## src/rtl/carry_resolve_pkg.sv

```systemverilog
// Shared BN254 datapath constants, limb typedefs and the carry_resolve FSM state type.
package PARAMS_BN254_d0;

  localparam int LIMB_W      = 16;
  localparam int CARRY_GUARD = 3;
  localparam int ADD_DIV     = 4;

  typedef logic [LIMB_W+CARRY_GUARD-1:0]       red_limb_t;
  typedef logic [ADD_DIV*LIMB_W+CARRY_GUARD:0] resolved_t;

  typedef enum logic [1:0] {
    IDLE,
    PROP,
    DONE
  } carry_resolve_state_t;

endpackage

```

## src/rtl/carry_resolve_if.sv

```systemverilog
// Valid/ready bus between the constant-multiply stage, carry_resolve and the downstream consumer.
interface carry_resolve_if
  import PARAMS_BN254_d0::*;
#(
  parameter int N_LIMB = ADD_DIV,
  parameter int W_LIMB = LIMB_W,
  parameter int CB     = CARRY_GUARD
);

  logic                            in_valid;
  logic                            in_ready;
  logic [N_LIMB*(W_LIMB+CB)-1:0]   din;
  logic                            out_valid;
  logic                            out_ready;
  logic [N_LIMB*W_LIMB+CB:0]       dout;

  modport master (
    output in_valid, din, out_ready,
    input  in_ready, out_valid, dout
  );

  modport slave (
    input  in_valid, din, out_ready,
    output in_ready, out_valid, dout
  );

endinterface

```

## src/rtl/carry_resolve_limb_add.sv

```systemverilog
// Combinational limb-plus-carry adder; the full-width sum splits into {carry, res}.
module limb_add #(
  parameter int W_LIMB = 16,
  parameter int CB     = 3
) (
  input  logic [W_LIMB+CB-1:0] i_limb,
  input  logic [CB:0]          i_carry,
  output logic [W_LIMB-1:0]    o_res,
  output logic [CB:0]          o_carry
);

  logic [W_LIMB+CB:0] w_sum;

  assign w_sum            = {1'b0, i_limb} + {{W_LIMB{1'b0}}, i_carry};
  assign {o_carry, o_res} = w_sum;

endmodule

```

## src/rtl/carry_resolve.sv

```systemverilog
// Limb-serial carry resolution of a redundant polynomial into a canonical integer.
// Optional CARRY_RESOLVE_SKIP_EN bypasses propagation when no limb carries any carry bits.
module carry_resolve
  import PARAMS_BN254_d0::*;
#(
  parameter int N_LIMB = ADD_DIV,
  parameter int W_LIMB = LIMB_W,
  parameter int CB     = CARRY_GUARD
) (
  input  logic             clk,
  input  logic             rstn,
  carry_resolve_if.slave   bus,
  output logic             busy
);

  localparam int LW = W_LIMB + CB;
  localparam int DW = N_LIMB * W_LIMB + CB + 1;
  localparam int IW = (N_LIMB > 1) ? $clog2(N_LIMB) : 1;

  carry_resolve_state_t r_state, w_nextState;

  logic [N_LIMB*LW-1:0] r_buf;
  logic [CB:0]          r_carry;
  logic [IW-1:0]        r_idx;
  logic [DW-1:0]        r_dout;

  logic [LW-1:0]        w_limb;
  logic [W_LIMB-1:0]    w_res;
  logic [CB:0]          w_carry;
  logic                 w_lastLimb;
  logic                 w_skip;

  assign w_limb     = r_buf[r_idx*LW +: LW];
  assign w_lastLimb = (r_idx == IW'(N_LIMB - 1));
  assign bus.dout   = r_dout;

  limb_add #(
    .W_LIMB (W_LIMB),
    .CB     (CB)
  ) u_limbAdd (
    .i_limb  (w_limb),
    .i_carry (r_carry),
    .o_res   (w_res),
    .o_carry (w_carry)
  );

`ifdef CARRY_RESOLVE_SKIP_EN
  logic [DW-1:0] w_skipDout;

  // A carry-free input is already canonical: just drop the guard bits of each limb.
  always_comb begin
    w_skip     = 1'b1;
    w_skipDout = '0;
    for (int i = 0; i < N_LIMB; i++) begin
      if (bus.din[i*LW+W_LIMB +: CB] != '0) w_skip = 1'b0;
      w_skipDout[i*W_LIMB +: W_LIMB] = bus.din[i*LW +: W_LIMB];
    end
  end
`else
  assign w_skip = 1'b0;
`endif

  always_ff @(posedge clk or negedge rstn) begin
    if (!rstn) r_state <= IDLE;
    else       r_state <= w_nextState;
  end

  always_comb begin
    w_nextState   = r_state;
    bus.in_ready  = 1'b0;
    bus.out_valid = 1'b0;
    busy          = 1'b1;
    case (r_state)
      IDLE: begin
        bus.in_ready = 1'b1;
        busy         = 1'b0;
        if (bus.in_valid) w_nextState = w_skip ? DONE : PROP;
      end
      PROP: begin
        if (w_lastLimb) w_nextState = DONE;
      end
      DONE: begin
        bus.out_valid = 1'b1;
        if (bus.out_ready) w_nextState = IDLE;
      end
      default: w_nextState = IDLE;
    endcase
  end

  // Result limbs are written straight into dout, so it is already complete on entry to DONE.
  always_ff @(posedge clk or negedge rstn) begin
    if (!rstn) begin
      r_buf   <= '0;
      r_carry <= '0;
      r_idx   <= '0;
      r_dout  <= '0;
    end else begin
      case (r_state)
        IDLE: begin
          if (bus.in_valid) begin
            r_buf   <= bus.din;
            r_carry <= '0;
            r_idx   <= '0;
`ifdef CARRY_RESOLVE_SKIP_EN
            if (w_skip) r_dout <= w_skipDout;
`endif
          end
        end
        PROP: begin
          r_dout[r_idx*W_LIMB +: W_LIMB] <= w_res;
          r_carry                        <= w_carry;
          r_idx                          <= r_idx + 1'b1;
          if (w_lastLimb) r_dout[DW-1 -: CB+1] <= w_carry;
        end
        default: ;
      endcase
    end
  end

endmodule

```

## src/flat_wrapper.sv

```systemverilog
// flat-port wrapper written by rule: the top's interface ports become plain ports
module carry_resolve_flat import PARAMS_BN254_d0::*;
#(
  parameter int N_LIMB = ADD_DIV,
  parameter int W_LIMB = LIMB_W,
  parameter int CB     = CARRY_GUARD
)
  (clk, rstn, busy, bus_in_valid, bus_din, bus_out_ready, bus_in_ready, bus_out_valid, bus_dout);
  carry_resolve_if #(.N_LIMB(N_LIMB), .W_LIMB(W_LIMB), .CB(CB)) bus_i ();
  input  logic clk;
  input  logic rstn;
  output logic busy;
  input wire logic [$bits(bus_i.in_valid)-1:0] bus_in_valid;
  input wire logic [$bits(bus_i.din)-1:0] bus_din;
  input wire logic [$bits(bus_i.out_ready)-1:0] bus_out_ready;
  output wire logic [$bits(bus_i.in_ready)-1:0] bus_in_ready;
  output wire logic [$bits(bus_i.out_valid)-1:0] bus_out_valid;
  output wire logic [$bits(bus_i.dout)-1:0] bus_dout;
  assign bus_i.in_valid = bus_in_valid;
  assign bus_i.din = bus_din;
  assign bus_i.out_ready = bus_out_ready;
  assign bus_in_ready = bus_i.in_ready;
  assign bus_out_valid = bus_i.out_valid;
  assign bus_dout = bus_i.dout;
  carry_resolve #(.N_LIMB(N_LIMB), .W_LIMB(W_LIMB), .CB(CB)) u_core (.clk(clk), .rstn(rstn), .bus(bus_i), .busy(busy));
endmodule
```

## config.mk

```make
export PLATFORM = sky130hd
export DESIGN_NAME = carry_resolve_flat
export DESIGN_NICKNAME = d
export VERILOG_FILES = /design/src/rtl/carry_resolve_pkg.sv /design/src/rtl/carry_resolve_if.sv /design/src/rtl/carry_resolve_limb_add.sv /design/src/rtl/carry_resolve.sv /design/src/flat_wrapper.sv
export SDC_FILE = /design/constraint.sdc
export NUM_CORES = 1
export LEC_CHECK = 0
export CORE_MARGIN = 2
export CORE_UTILIZATION = 50
export CTS_CLUSTER_DIAMETER = 200
export DETAILED_ROUTE_END_ITERATION = 8
export HOLD_SLACK_MARGIN = 0.06
export PLACE_DENSITY = 0.88
export SKIP_CTS_REPAIR_TIMING = 1
export SLEW_MARGIN = 20
export SYNTH_ARGS = -nofsm -noshare
export SYNTH_HDL_FRONTEND = slang
export SYNTH_SLANG_ARGS = --single-unit
```

## constraint.sdc

```tcl
create_clock -name clk -period 3.8 [get_ports clk]
set_input_delay 0.57 -clock clk [delete_from_list [all_inputs] [get_ports clk]]
set_output_delay 0.57 -clock clk [all_outputs]
set_load 0.01 [all_outputs]
```

# Yosys cells after proc, flatten, opt, wreduce, memory -nomap -nowiden
# Index checks and enable logic that the tools add are counted.
# classes
eq_ne,6
reduce_logical,5
div_mod_pow,0
n_bitwise,0
add_sub_neg,3
mul,1
shifts,3
mux,13
magnitude_cmp,0
# op_table
operator,count
76-bit by 8-bit variable part select with 19-bit output,1
68-bit bitwise mux,1
"16-bit by 34-bit variable shift with 68-bit output, first input constant",1
16-bit by 34-bit variable part select with 68-bit output,1
6-bit negation with 34-bit output,1
19-bit by 4-bit adder with 20-bit output,1
2-bit two-way mux,4
4-bit two-way mux,2
4-bit one-hot mux with 2 select lines,1
"2-bit by 5-bit multiplier with 7-bit output, second input constant",1
2-bit one-hot mux with 3 select lines,1
"2-bit equality test, second input constant",2
"2-bit inequality test, second input constant",2
2-bit one-hot mux with 2 select lines,1
2-bit AND reduction,2
1-bit two-way mux,3
3-bit AND reduction,1
"2-bit by 1-bit adder with 2-bit output, second input constant",1
"2-bit by 1-bit equality test with 1-bit output, second input constant",1
2-bit logical NOT,1
"2-bit by 1-bit inequality test with 1-bit output, second input constant",1
2-bit nonzero test,1
# totals
register_bits,152
out_inout_bits,71
ram_bits,0
inputBits,80
latchBits,0
word_cells,36
memories,0
mem_bits_ro,0

# Logic depth before layout (Yosys ltp)
# Gate-level depths: netlist of the first run.
# depth
ltp_word,6
depth_mapped,13
mapped_depth_nobuf,9

# Cells and area by module
# Synthesis of the first run repeated with hierarchy kept, for this count alone.
# unflattened
cells_unflattened,527
hier_area_um2,7413.4
# by_module_without_submodules
module,instances,seq_area_each_um2,area_per_inst_um2,cells_each
carry_resolve,1,3803.6,6942.9,465
limb_add,1,0.0,470.5,62

# Least setup slack after synthesis of the first run
# OpenSTA, ideal clock, no wires.
# synth_path
path_kind,flip-flop to flip-flop
startpoint,register u_core.r_idx[0]
endpoint,register u_core.r_dout[12] (netlist: u_core.bus.dout[12])
path_stages_with_launch,14
path_buffers,4
arrival_time_ns,3.371
path_slack_ns,0.301
synth_period_minus_slack_ns,3.499
setup_time_ns,0.128
t_required_ns,3.672
path_cell_list,dfrtp_1 buf_6 buf_6 buf_1 mux4_2 ha_1 fa_1 a21o_1 a21oi_1 and3b_1 buf_2 and3_4 xnor2_4 o21ai_1
# synth_between
elab_chain_cells,5
word_cells_on_any_way,7
classes_between,2 x add/sub; 1 x mul; 3 x shift; 1 x mux
# synth_rtl
element,line,source
from (decl),carry_resolve.sv:24,logic [IW-1:0] r_idx;
from (signal assigned),carry_resolve.sv:112,r_idx <= r_idx + 1'b1;
2-bit by 5-bit multiplier with 7-bit output,carry_resolve.sv:33,assign w_limb = r_buf[r_idx*LW +: LW];
76-bit by 8-bit variable part select with 19-bit output,carry_resolve.sv:33,
19-bit by 4-bit adder with 20-bit output,carry_resolve_limb_add.sv:14,"assign w_sum = {1'b0, i_limb} + {{W_LIMB{1'b0}}, i_carry};"
16-bit by 34-bit variable part select with 68-bit output,carry_resolve.sv:110,r_dout[r_idx*W_LIMB +: W_LIMB] <= w_res;
68-bit bitwise mux *,carry_resolve.sv:110,
"to (signal, indexed assignment)",carry_resolve.sv:110,
"to (signal, indexed assignment)",carry_resolve.sv:113,if (w_lastLimb) r_dout[DW-1 -: CB+1] <= w_carry;
to (decl),carry_resolve.sv:25,logic [DW-1:0] r_dout;
# Mark *: on every way between the ends. The rest lies on a longest branch, timed or not.
# A chain may end at the register's enable or synchronous reset.

# Worst setup path after layout of the first run
# layout_path
startpoint,register u_core.r_idx[0]
endpoint,register u_core.r_dout[13] (netlist: u_core.bus.dout[13])
# The elaborated chain is that of the path after synthesis.

==> results of run 1 <==
==> per-stage QoR <==
stage | area, µm² | utilization [%] | hold slack (ns) | std cells
floorplan | 6691 | - | 0.2744 | 674
global placement | 8298 | 63.16 | 0.4530 | 969
detailed placement | 8298 | 63.16 | 0.4582 | 969
CTS | 8917 | 67.88 | 0.3696 | 1001
global route | 8920 | 67.90 | 0.3799 | 1001
finish | 8920 | 67.90 | 0.2900 | 1001
==> routing by layer <==
metal  track usage (%)  vias up  wire, µm
met3             5.751       28      1184
met5                 0        -         0
met1             33.71     2618      7094
met2             38.32      227      7677
met4             9.412        0       329
li1                  -     2503         -
==> path summary, 6_finish.rpt <==
path / depth (start not counted) / start / slack, ns / to
max reg2reg: 8 / u_core.r_idx[0]$_DFFE_PN0P_ / 0.71 / u_core.bus.dout[13]$_DFFE_PN0P_
max: 8 / u_core.r_idx[0]$_DFFE_PN0P_ / 0.71 / u_core.bus.dout[13]$_DFFE_PN0P_
min reg2reg: 2 / u_core.r_buf[39]$_DFFE_PN0P_ / 0.47 / u_core.r_buf[39]$_DFFE_PN0P_
max in group asynchronous: 2 / rstn / 2.70 / u_core.r_buf[66]$_DFFE_PN0P_
min: 1 / rstn / 0.29 / u_core.bus.dout[1]$_DFFE_PN0P_
min in group clk: 2 / u_core.r_buf[39]$_DFFE_PN0P_ / 0.47 / u_core.r_buf[39]$_DFFE_PN0P_
==> area by class of cell <==
cell class,count,area share [%]
multi-input cells,480,30.35
clock inverters,7,1.276
flip-flops and latches,152,42.64
well taps,176,2.469
inverters,5,0.2104
repair buffers,156,17.38
clock buffers,25,5.667
==> power by group <==
part           internal (mW)  switching [mW]  total [mW]
Combinational           1.50            1.86        3.36
Clock                   1.12           0.619        1.74
Sequential              2.33           0.453        2.78
Total                   4.95            2.93        7.89
==> registers in the layout (all words and copies together) (netlist names) <==
signal,cells
u_core.r_carry,4
u_core.r_idx,2
u_core.r_state,2
u_core.bus.dout,68
u_core.r_buf,76
==> logic make-up after synthesis <==
logic type / count (synthesis) / synth area share (%)
fa+ha+maj: 12 / 2.356
simple gates: 347 / 21.30
compound gates: 84 / 7.479
flops: 152 / 56.84
xor+xnor: 17 / 2.730
mux: 20 / 6.545
buf+inv: 42 / 2.749
==> critical path, delay by kind of cell, from the launching register on <==
kind                     cells  cell delay (ns)
multiplexers                 1             0.56
buffers and inverters        2             0.49
AND/OR/NAND/NOR              1             0.18
AO/OA/AOI/OAI                2             0.59
adder cells (fa/ha/maj)      1             0.34
flip-flops                   1             0.48
XOR/XNOR                     1             0.30
==> layout by cell type, fill, tap and decap left out, types with 2 or more instances in the layout <==
master and instances:
nand2_1 291, dfrtp_1 152, clkdlybuf4s50_1 149, o21ai_0 35, o21ai_1 20, mux4_2 19, a22o_1 17, clkbuf_16 17
nor2_1 11, nand3_1 11, ha_1 11, xor2_1 9, nor2b_1 6, nand4_1 6, clkbuf_8 6, buf_4 6
inv_1 5, and3_1 5, a21oi_1 5, xnor2_1 5, and2_1 4, bufinv_16 3, clkinv_2 3, clkbuf_1 3
a21o_1 2, nand4b_1 2, o22ai_1 2, xor2_2 2
==> flow_metrics.tcl, run 1 <==
set metrics [dict create \
    tightest_slew_ns 0.9282 \
    drt_pass1_iterations 6 \
    slew_viol_final 0 \
    clkSinkCount 152 \
    final-hold-violation-count 0 \
    grt_overflow 0 \
    layout-drive-gt1-share_pct 7.636 \
    die_y_um 119.7 \
    antenna_found_initial 0 \
    min_path_type "in -> async" \
    fin_nets 904 \
    cpPeakStageDelay_ns 0.56 \
    rsz0062_at_grt "no" \
    crit_chain "buf_4, mux4_2, ha_1, inv_1, o21bai_1, nand4b_1, xor2_1, o21ai_0" \
    synth_top_area_share_pct 56.84 \
    io_pins 151 \
    p_leak_nw 4.164 \
    grt_max_degree 123 \
    synthesis.nets 766 \
    max_clock_freq_mhz 323.9 \
    synthTopCellsByArea "dfrtp_1 (57%), nand2_1 (16%), mux4_2 (6.4%)" \
    syn_avg_cell_area_um2 9.928 \
    yosysMostFrequentCell "nand2_1" \
    wl_per_cell_um 16.27 \
    cts_tree "done" \
    synthFlopType "dfrtp_1" \
    syn_inst 674 \
    path_max_fanout 27 \
    clock_latency_ns 0.42 \
    via_per_inst 5.371 \
    critPathArrivalTime_ns 3.35 \
    grt_pass1_wl_mm 27.32 \
    gp_congestion 0.8487 \
    portBuffers 150 \
    rows 42 \
    synth_cell_types 40 \
    power.total_mw 7.886 \
    multi_input_area_um2 2708 \
    area_growth_pct 33.30 \
    detail-route-antenna-nets 0 \
    dp_hpwl_mm 11.75 \
    htree_levels 4 \
    max-cap-violations 0 \
    period_needed_ns 3.087 \
    antenna_cells 0 \
    regArea_um2 3804 \
    crit_path_end_kind "flip-flop" \
    required_ns 4.06 \
    status "finished, final reports clean" \
    criticalPathCategory "reg -> reg" \
    dr.first_iter.drc_count 519 \
    setup_tns_ns 0 \
    num_vias 5376 \
    setup_viol 0 \
    synth_edf_count 0 \
    cp-start-kind "flip-flop" \
    yosys_register_bits 152 \
    slowest_stage "mux4_2" \
    netlist_area_um2 6691 \
    ys_top_cells_by_count "nand2_1 (292), dfrtp_1 (152), o21ai_0 (35), clkbuf_1 (30), o21ai_1 (20)" \
    power_density_nw_per_um2 884.1 \
    cts-root-buf "clkbuf_16" \
    synth.largest_area_cell "dfrtp_1" \
    cts_inserted_buffers 17 \
    clkTransAtPathRegs_ns 0.06 \
    grt_pass1_vias 5481 \
    yosysWarnings 0 \
    core-area_um2 13140 \
    die_w_um 119.7 \
    initial_core_util_pct 50.93 \
    slew_headroom_pct 38.12 \
    fin_skew_ns 0.005898 \
    drc 0 \
    grtUsageTotal_pct 24.54 \
    routed_wl_mm 16.29 \
    place_ws_ns 0.7399 \
    peakVddDrop_mv 0.3909 \
    dieArea_um2 14320 \
    async_flop_share_pct 100.0 \
    seq_area_frac_synth_pct 56.84 \
    period_share_pct 81.25 \
    fillers 1004 \
    layout_setup_ws_ns 0.7126 \
    clockBufferDepth 2 \
]
Note: power is estimated with default switching activity, not from simulation.
==> inputs of run 2 (changes only) <==
--- a/config.mk
+++ b/config.mk
@@ -6,11 +6,11 @@
 export NUM_CORES = 1
 export LEC_CHECK = 0
 export CORE_MARGIN = 2
-export CORE_UTILIZATION = 50
+export CORE_UTILIZATION = 46
 export CTS_CLUSTER_DIAMETER = 200
 export DETAILED_ROUTE_END_ITERATION = 8
 export HOLD_SLACK_MARGIN = 0.06
-export PLACE_DENSITY = 0.88
+export PLACE_DENSITY = 0.86
 export SKIP_CTS_REPAIR_TIMING = 1
 export SLEW_MARGIN = 20
 export SYNTH_ARGS = -nofsm -noshare
==> constraint.sdc (replaced) <==
create_clock -name clk -period 2.5 [get_ports clk]
set_input_delay 0.375 -clock clk [delete_from_list [all_inputs] [get_ports clk]]
set_output_delay 0.375 -clock clk [all_outputs]
set_load 0.01 [all_outputs]
==> flow_metrics.tcl, run 2 (synthesis results as in run 1) <==
set metrics [dict create \
    place_area_um2 8605 \
    via_per_inst 5.236 \
    intPower_mw 7.685 \
    clockBufferDepth 2 \
    wl_per_cell_um 16.51 \
    final-hold-violation-count 0 \
    p_seq_share_pct 34.0 \
    drt_pass1_iterations 4 \
    die_y_um 124.6 \
    holdWs_ns 0.4323 \
    status "complete, but fails checks" \
    tightest_slew_ns 0.4699 \
    power_switching_mw 4.736 \
    grt_max_degree 77 \
    clkPwrFrac_pct 19.5 \
    area_growth_pct 37.70 \
    die_w_um 124.6 \
    rows 44 \
    clock_latency_ns 0.43 \
    fillers 1121 \
    period_share_pct 106.2 \
    antenna_found_initial 0 \
    clkSinkCount 152 \
    power_density_nw_per_um2 1348 \
    crit_path_end_kind "flip-flop" \
    p_comb_share_pct 46.5 \
    place_ws_ns -0.1510 \
    core-area_um2 14370 \
    cts_tree "done" \
    clkTransAtPathRegs_ns 0.06 \
    layout-drive-gt1-share_pct 12.76 \
    layout_setup_ws_ns -0.1543 \
    gp_congestion 0.8439 \
    grtUsageTotal_pct 23.27 \
    portBuffers 150 \
    cts_inserted_buffers 17 \
    fin_nets 933 \
    htree_levels 4 \
    drc 0 \
    max-cap-violations 0 \
    violations "setup timing" \
    setup_viol 21 \
    finish.utilization_pct 64.12 \
    cts-root-buf "clkbuf_16" \
    largest_register_ffs 76 \
    peakVddDrop_mv 0.5763 \
    num_vias 5435 \
    io_pins 151 \
    p_leak_nw 4.293 \
    fin_area_um2 9214 \
    min_path_type "in -> async" \
    mostFrequentLayoutCell "nand2_1" \
    dp_hpwl_mm 12.01 \
    dieArea_um2 15530 \
    slew_viol_final 0 \
    rsz0062_at_grt "yes" \
    max_clock_freq_mhz 376.8 \
    top_register "u_core.r_buf" \
    criticalPathCategory "reg -> reg" \
    routed_wl_mm 17.14 \
    dr.first_iter.drc_count 363 \
    period_needed_ns 2.654 \
    antenna_cells 0 \
    fin_skew_ns 0.01268 \
    critPathArrivalTime_ns 2.97 \
    cp-start-kind "flip-flop" \
    detail-route-antenna-nets 0 \
    required_ns 2.81 \
    p_sw_share_pct 38.13 \
    path_max_fanout 6 \
    slew_headroom_pct 68.59 \
    grt_pass1_wl_mm 28.73 \
    grt_pass1_vias 5739 \
    layout_common_cells "nand2_1 (291), dfrtp_1 (151), clkdlybuf4s50_1 (149), o21ai_1 (34), buf_4 (31)" \
    grt_overflow 0 \
    initial_core_util_pct 46.57 \
]
## run 2: final timing paths
path,from,end,slack (ns),depth (start not counted)
min,rstn,u_core.bus.dout[4]$_DFFE_PN0P_,0.43,2
max in group asynchronous,rstn,u_core.r_buf[11]$_DFFE_PN0P_,1.28,3
min reg2reg,u_core.r_buf[14]$_DFFE_PN0P_,u_core.r_buf[14]$_DFFE_PN0P_,0.47,2
min in group clk,bus_din[66],u_core.r_buf[66]$_DFFE_PN0P_,0.47,3
max reg2reg,u_core.r_idx[0]$_DFFE_PN0P_,u_core.bus.dout[12]$_DFFE_PN0P_,-0.15,9
max,u_core.r_idx[0]$_DFFE_PN0P_,u_core.bus.dout[12]$_DFFE_PN0P_,-0.15,9
## run 2: layout make-up
class                           instances  area (µm²)  share of cell area [%]
Clock buffer                           20       456.7                   4.957
Timing Repair Buffer                  185        1797                   19.50
Inverter                                5       18.77                  0.2037
Sequential cell                       152        3805                   41.30
Clock inverter                         12       102.6                   1.114
Tap cell                              184       230.2                   2.499
Multi-Input combinational cell        480        2804                   30.43
## run 2: power groups by stage
| stage | registers, mW | logic [mW] | clock network (mW) |
|---|---|---|---|
| after floorplan | 4.24 | 3.13 | 0 |
| after global placement | 4.17 | 5.49 | 0 |
| after detailed placement | 4.23 | 5.65 | 0 |
| after CTS | 4.21 | 5.71 | 2.44 |
| after global routing | 4.35 | 6.35 | 2.53 |
| final | 4.22 | 5.78 | 2.43 |
## run 2: routing by layer
metal / share of wire, % / vias up / track usage, %
li1: - / 2550 / -
met4: 1.4 / 0 / 7.799
met3: 5.2 / 19 / 5.455
met1: 44 / 2686 / 30.57
met2: 49 / 180 / 38.35
met5: 0 / - / 0
## run 2: critical path, cell delays in order (launching register included)
cell and delay, ns:
dfrtp_2 0.41, mux4_2 0.51, ha_2 0.20, fa_2 0.34, a21o_1 0.18, a21oi_2 0.14
and3b_2 0.28, and3_4 0.19, xnor2_4 0.19, o21ai_1 0.09
## run 2: metrics by stage
| stage | setup TNS (ns) | power [mW] | cells |
|---|---|---|---|
| after floorplan | -16.47 | 7.369 | 674 |
| after global placement | -1.418 | 9.663 | 1005 |
| after detailed placement | -2.422 | 9.876 | 1005 |
| after CTS | -2.963 | 12.36 | 1037 |
| after global routing | -6.178 | 13.23 | 1038 |
| final | -2.078 | 12.42 | 1038 |
==> inputs of run 3 (changes only) <==
--- a/config.mk
+++ b/config.mk
@@ -5,7 +5,8 @@
 export SDC_FILE = /design/constraint.sdc
 export NUM_CORES = 1
 export LEC_CHECK = 0
-export CORE_MARGIN = 2
+export CORE_ASPECT_RATIO = 1.4
+export CORE_MARGIN = 3
 export CORE_UTILIZATION = 46
 export CTS_CLUSTER_DIAMETER = 200
 export DETAILED_ROUTE_END_ITERATION = 8
==> flow_metrics.tcl, run 3 (synthesis results as in run 1) <==
set metrics [dict create \
    clockBufferDepth 2 \
    clkSinkCount 152 \
    criticalPathCategory "reg -> reg" \
    violations "setup timing" \
    via_per_inst 5.243 \
    period_share_pct 106.9 \
    num_vias 5458 \
    dp_hpwl_mm 12.50 \
    rsz0062_at_grt "yes" \
    portBuffers 150 \
    cp-start-kind "flip-flop" \
    ff2ff_setup_slack_ns -0.17 \
    max-cap-violations 0 \
    cts_inserted_buffers 17 \
    place_area_um2 8616 \
    worstReg2RegStart "u_core.r_idx[0]$_DFFE_PN0P_" \
    rows 51 \
    largest_register_ffs 76 \
    cts_tree "done" \
    drc 0 \
    clkTransAtPathRegs_ns 0.07 \
    holdWs_ns 0.4749 \
    detail-route-antenna-nets 0 \
    fin_area_um2 9473 \
    grt_pass1_vias 5602 \
    crit_path_end_kind "flip-flop" \
    drt_pass1_iterations 5 \
    min-delay-start "u_core.r_buf[42]$_DFFE_PN0P_" \
    die_w_um 107.9 \
    final-hold-violation-count 0 \
    gp_congestion 0.8480 \
    grt_pass1_wl_mm 28.41 \
    power.total_mw 12.96 \
    setup_tns_ns -4.118 \
    tightest_slew_ns 0.5647 \
    grt_max_degree 61 \
    cts-root-buf "clkbuf_16" \
    setup_viol 45 \
    antenna_cells 0 \
    fillers 1008 \
    multi_input_area_um2 2992 \
    grt_overflow 0 \
    htree_levels 4 \
    regArea_um2 3805 \
    dieArea_um2 16050 \
    p_leak_nw 4.369 \
    max_clock_freq_mhz 374.1 \
    critPathArrivalTime_ns 2.97 \
    top_register "u_core.r_buf" \
    place_ws_ns -0.2029 \
    initial_core_util_pct 47.45 \
    fin_nets 935 \
    layout_common_cells "nand2_1 (289), dfrtp_1 (151), clkdlybuf4s50_1 (149), o21ai_1 (38), buf_4 (27)" \
    layout-drive-gt1-share_pct 14.72 \
    peakVddDrop_mv 0.9102 \
    slew_headroom_pct 62.35 \
    mostFrequentLayoutCell "nand2_1" \
    routed_wl_mm 17.83 \
    fin_skew_ns 0.01207 \
    io_pins 151 \
    power_density_nw_per_um2 1369 \
    wl_per_cell_um 17.12 \
    core-area_um2 14100 \
    dr.first_iter.drc_count 323 \
    antenna_found_initial 0 \
    path_max_fanout 6 \
    required_ns 2.80 \
    status "complete, but fails checks" \
    area_growth_pct 41.57 \
    startpoint "u_core.r_idx[0]$_DFFE_PN0P_" \
    grtUsageTotal_pct 22.94 \
    min_path_type "reg -> reg" \
    clock_latency_ns 0.42 \
    layout_setup_ws_ns -0.1731 \
    period_needed_ns 2.673 \
    die_y_um 148.7 \
    slew_viol_final 0 \
]
[run 3: changes by cell type in the layout (fill, tap and decap cells not counted), sizes merged]
cell and delta:
clkinv -1, bufinv +1, buf +2
[run 3: cell type report]
cell class / instances / share of cell area (%)
clock inverter: 12 / 1.347
sequential: 152 / 40.17
multi-input combinational: 480 / 31.58
tap: 185 / 2.444
inverter: 5 / 0.1981
clock buffer: 20 / 4.715
timing repair buffer: 187 / 19.55
[run 3: worst max-delay path: stages (launching register included)]
cell,delay [ns]
dfrtp_2,0.41
mux4_2,0.54
ha_4,0.19
fa_2,0.34
a21o_1,0.18
a21oi_2,0.17
and3b_2,0.28
nand3b_1,0.15
xor2_2,0.21
o21ai_1,0.10
[run 3: final timing paths]
check	to	cells after the start
min reg2reg	u_core.r_buf[42]$_DFFE_PN0P_	2
min	u_core.r_buf[42]$_DFFE_PN0P_	2
max in group asynchronous	u_core.r_buf[8]$_DFFE_PN0P_	3
max reg2reg	u_core.bus.dout[30]$_DFFE_PN0P_	9
min in group asynchronous	u_core.bus.dout[43]$_DFFE_PN0P_	2
max	u_core.bus.dout[30]$_DFFE_PN0P_	9
[run 3: per-layer routing]
layer | GRT usage (%) | part of all wire (%) | up-vias
met5 | 0 | 0 | -
met4 | 11.05 | 3.7 | 0
met3 | 3.387 | 4.4 | 44
met2 | 40.35 | 55 | 209
met1 | 27.36 | 37 | 2641
li1 | - | - | 2564
[run 3: metrics by stage]
stage          util, %  std cells
2_1_floorplan        -        674
4_1_cts          65.17       1036
3_3_place_gp     61.09       1004
3_5_place_dp     61.09       1004
5_1_grt          67.17       1041
6_report         67.17       1041
[run 3: power breakdown]
part | switching, mW | internal (mW)
logic | 3.25 | 2.98
clock network | 1.01 | 1.49
registers | 0.692 | 3.54
